[config.mk]
export PLATFORM = sky130hd
export DESIGN_NAME = fetch_stage
export DESIGN_NICKNAME = d
export VERILOG_FILES = /design/src/rtl/fetch_stage.sv
export SDC_FILE = /design/constraint.sdc
export NUM_CORES = 1
export LEC_CHECK = 0
export ABC_AREA = 1
export BUFFER_PORTS_ARGS = -buffer_cell sky130_fd_sc_hd__buf_2
export CAP_MARGIN = 0
export CORE_AREA = 2 2 139 141
export CTS_CLUSTER_DIAMETER = 60
export DETAILED_ROUTE_END_ITERATION = 16
export DIE_AREA = 0 0 141 143
export SYNTH_ARGS = -nofsm -noshare
export SYNTH_HDL_FRONTEND = slang
export SYNTH_SLANG_ARGS = --single-unit
[constraint.sdc]
create_clock -name clk -period 4 [get_ports clk]
set_input_delay 0 -clock clk [delete_from_list [all_inputs] [get_ports clk]]
set_output_delay 0 -clock clk [all_outputs]
set_load 0.02 [all_outputs]
[src/rtl/fetch_stage.sv]
// Instruction fetch stage: PC register with jump/branch/sequential next-value
// selection, IF/ID pipeline register with squash, and saturating counters of
// stall and flush cycles for performance monitoring.
module fetch_stage #(
   parameter logic [31:0] RESET_PC = 32'h0000_0000,
   parameter int unsigned CNT_W    = 16
) (
   input  logic             clk,
   input  logic             rst,
   input  logic             PcWrite,
   input  logic             IRWrite,
   input  logic             flush,
   input  logic             PcSrc,
   input  logic             Jmp,
   input  logic [31:0]      branchAdr,
   input  logic [31:0]      jmpAdr,
   input  logic [31:0]      instIn,
   output logic [31:0]      instAdr,
   output logic [31:0]      IR,
   output logic [31:0]      pcPlus4,
   output logic             ifIdValid,
   output logic [CNT_W-1:0] stallCnt,
   output logic [CNT_W-1:0] flushCnt
);

   // Word-aligned reset PC; the low two bits of the PC are never set.
   localparam logic [31:0] RESET_PC_ALIGNED = {RESET_PC[31:2], 2'b00};

   logic [31:0]      r_pc;
   logic [31:0]      r_ir;
   logic [31:0]      r_pc_plus4;
   logic             r_valid;
   logic [CNT_W-1:0] r_stall_cnt;
   logic [CNT_W-1:0] r_flush_cnt;

   logic [31:0]      w_pc_plus4;
   logic [31:0]      w_pc_target;
   logic [31:0]      w_pc_next;

   assign w_pc_plus4 = r_pc + 32'd4;

   // Next-PC selection: jump beats taken branch beats sequential fetch.
   always_comb begin
      w_pc_target = w_pc_plus4;
      if (Jmp) begin
         w_pc_target = jmpAdr;
      end else if (PcSrc) begin
         w_pc_target = branchAdr;
      end
      w_pc_next = {w_pc_target[31:2], 2'b00};
   end

   // PC register: loads the selected next value only when the hazard unit allows.
   always_ff @(posedge clk or negedge rst) begin
      if (!rst) begin
         r_pc <= RESET_PC_ALIGNED;
      end else if (PcWrite) begin
         r_pc <= w_pc_next;
      end
   end

   // IF/ID register: squash has priority over load; otherwise hold.
   always_ff @(posedge clk or negedge rst) begin
      if (!rst) begin
         r_ir       <= '0;
         r_pc_plus4 <= '0;
         r_valid    <= 1'b0;
      end else if (flush) begin
         r_ir       <= '0;
         r_pc_plus4 <= '0;
         r_valid    <= 1'b0;
      end else if (IRWrite) begin
         r_ir       <= instIn;
         r_pc_plus4 <= w_pc_plus4;
         r_valid    <= 1'b1;
      end
   end

   // Stall and flush event counters, each saturating at all-ones.
   always_ff @(posedge clk or negedge rst) begin
      if (!rst) begin
         r_stall_cnt <= '0;
         r_flush_cnt <= '0;
      end else begin
         if (!PcWrite && (r_stall_cnt != '1)) begin
            r_stall_cnt <= r_stall_cnt + CNT_W'(1);
         end
         if (flush && (r_flush_cnt != '1)) begin
            r_flush_cnt <= r_flush_cnt + CNT_W'(1);
         end
      end
   end

   assign instAdr   = r_pc;
   assign IR        = r_ir;
   assign pcPlus4   = r_pc_plus4;
   assign ifIdValid = r_valid;
   assign stallCnt  = r_stall_cnt;
   assign flushCnt  = r_flush_cnt;

endmodule

==> results by group <==
Status
  – Status: complete, no violations

STA
  – Final min period: 2.32 ns
  – FMAX: 431 MHz
  – Final Skew: 0.0140 ns
  – Slew @ Worst Pin: 1.09 ns
  – Hold Violations, Final: 0
  – Min Hold Slack: 0.0342 ns
  – TNS Setup: 0 ns
  – Setup violations, final: 0
  – Period Utilization, post-route: 0.580
  – Max Transition Viols Final: 0
  – RSZ-0062 raised after global routing: false
  – Slew HR: 0.272

Power
  – Pleak: 4.83 nW
  – Switching Share: 0.321
  – PwrDens: 437 mW/mm^2
  – Reg power frac: 0.393
  – Power share of the combinational group: 0.241
  – Power share of the clock group: 0.367
  – P_sw: 0.00130 W
  – Internal Pwr Total: 0.00275 W
  – Worst-case vdd ir drop: 285 uV

Global routing
  – Initial antenna violation count: 2
  – Vias in the first global route: 6,315
  – First-pass GRT wire length: 32,700 microns
  – Total Routing Usage GR: 0.207
  – Largest net degree at the start of global routing: 126
  – Grt ovf: 0

Floorplan
  – Ports: 232
  – DIE AREA: 0.0202 sq mm
  – DIE WIDTH: 141 microns
  – Core area: 0.0186 sq mm
  – Initial Utilization: 0.348
  – Die height: 143 microns
  – Row cnt: 50

Worst setup path
  – WP data required: 4.30 ns
  – CP max FO: 6
  – CP Capture Type: flip-flop
  – FF-to-FF End: instAdr[24]
  – Arr. time, crit path: 2.62 ns
  – R2r setup slk: 1.68 ns
  – Worst Reg-to-Reg Cells: 10
  – Critical path type: reg2reg
  – Reg2Reg Launch Point: instAdr[12]
  – Startpoint Class: flip-flop

Final layout
  – Nets: 1,205
  – Area Growth Syn to Fin: 43.5%
  – Fin util: 0.499
  – Layout cells sized above 1: 0.250

Synth
  – Top post-synthesis cells by count: nand2_1, nor2_1, dfrtp_1, a21oi_1, inv_1
  – Ranking of synthesized cells by area: dfrtp_1, nand2_1, nor2_1, a22o_1, a21oi_1
  – Cells after synthesis: 791
  – Synth top area share: 0.484
  – Async SR Flop Fraction: 1.00
  – Most used DFF post-synth: dfrtp_1
  – Syn Std Cell Area: 0.00646 sq mm
  – Yosys cell types: 34
  – Post-Syn Area per Cell: 8.17 sq um
  – Sequential area share after synthesis: 0.484
  – Yosys top cell by area: dfrtp_1
  – Synth Register Bits: 125
  – Synthesis Warnings: 0
  – Most numerous cell in the Yosys netlist: nand2_1
  – Post-synth EDFFs: 0

CTS
  – Setup bufs post-CTS: 0
  – Maximum root-to-sink buffer count: 2
  – Clock transition at the registers of the reported paths: 0.06 ns
  – TritonCTS Buffers: 17
  – H-tree Lvls: 4
  – CTS tree: done
  – # clock sinks: 125
  – Clk Latency, worst-skew pair: 0.41 ns
  – Clock Tree Root: clkbuf_16

Place
  – Post-DP HPWL: 14,100 microns
  – GP Congestion: 0.862
  – IO Port Bufs: 223

Detailed routing
  – WL final: 20,700 microns
  – Routed vias/inst: 4.80
  – DR pass1 iterations: 4
  – DR iter-0 viols: 334
  – Remaining DRCs: 0
  – Final ANT Viol Nets: 0
  – DR vias: 6,456
  – Routed wire per std cell: 15.4 microns

Worst hold path
  – Hold Path Depth: 5
  – Worst Hold Endpoint: instAdr[13]
  – Hold path start: branchAdr[13]
  – HP Class: in2reg

Run
  – Max-cap violation count: 0
==> area by class of cell <==
cell class / count / area (sq um)
clock buffer: 22 / 464
multi-input combinational: 572 / 2960
antenna: 3 / 7.51
inverter: 63 / 239
clock inverter: 7 / 91.3
sequential: 125 / 3130
timing repair buffer: 320 / 2090
fill: 1827 / 9310
tap: 234 / 293
==> worst max path at each step <==
stage | start | to | slack (ns) | cells after the start
6_report | instAdr[12] | instAdr[24] | 1.68 | 10
2_1_floorplan | flushCnt[0] | flushCnt[11] | 2.37 | 9
3_5_place_dp | instAdr[2] | pcPlus4[24] | 2.24 | 9
3_3_place_gp | instAdr[12] | pcPlus4[24] | 2.25 | 8
5_1_grt | instAdr[12] | instAdr[24] | 1.50 | 10
4_1_cts | instAdr[2] | instAdr[24] | 1.71 | 11
==> per-layer routing <==
layer,up-vias,global-route usage,share of wire
li1,3218,-,-
met1,3051,0.261,0.44
met2,170,0.356,0.50
met3,17,0.0540,0.050
met4,0,0.0526,0.015
met5,-,0,0
==> power by group through the flow <==
stage	sequential, W	clock (W)	combinational (W)
after floorplan	0.00177	0	0.000365
after global placement	0.00161	0	0.000872
after detailed placement	0.00161	0	0.000883
after CTS	0.00159	0.00153	0.000981
after global routing	0.00162	0.00157	0.00107
final	0.00159	0.00149	0.000974
==> metrics by stage <==
stage	instances	setup slack, ns	instance area (sq um)	power [W]
2_1_floorplan	794	2.37	6470	0.00213
3_3_place_gp	1222	2.25	7790	0.00248
3_5_place_dp	1222	2.24	7790	0.00249
4_1_cts	1343	1.71	9270	0.00410
5_1_grt	1345	1.50	9270	0.00426
6_report	1346	1.68	9270	0.00405
==> logic make-up (layout without fill, tap and decap cells) <==
logic type / Yosys count / count (layout) / synth area share
simple gates: 371 / 371 / 0.242
compound gates: 159 / 159 / 0.159
flops: 125 / 125 / 0.484
buf+inv: 97 / 412 / 0.0612
xor+xnor: 35 / 35 / 0.0474
fa+ha+maj: 3 / 3 / 0.00581
other cells: 1 / 7 / 0.000580
==> flip-flops by register name (all words and copies together) (netlist names) <==
signal,count
IR,32
instAdr,30
pcPlus4,30
flushCnt,16
stallCnt,16
ifIdValid,1
==> worst max-delay path, stage by stage (launching register included) <==
cell           delay [ns]
dfrtp_1              0.51
nand2_1              0.12
nor2_1               0.29
nand2_1              0.14
nor2_2               0.24
nand2_1              0.08
nand2_1              0.08
nand3_1              0.08
nand2_1              0.08
a21oi_1              0.05
dlygate4sd3_1        0.55
==> layout by cell type, fill, tap and decap left out, drive strengths merged, types with 12 or more instances in the layout <==
cell         instances
a22o                44
xnor2               12
dlygate4sd3         92
nor2               142
nand2              168
xor2                23
a21oi               59
nand3               48
clkbuf              22
a21o                13
inv                 62
buf                228
dfrtp              125
o21ai               29
==> what timing repair did <==
action	CTS	global route
hold buffers	92	0
hold endpoints to repair	189	0
resized for setup	0	0
Power figures use the tool's default switching activity.
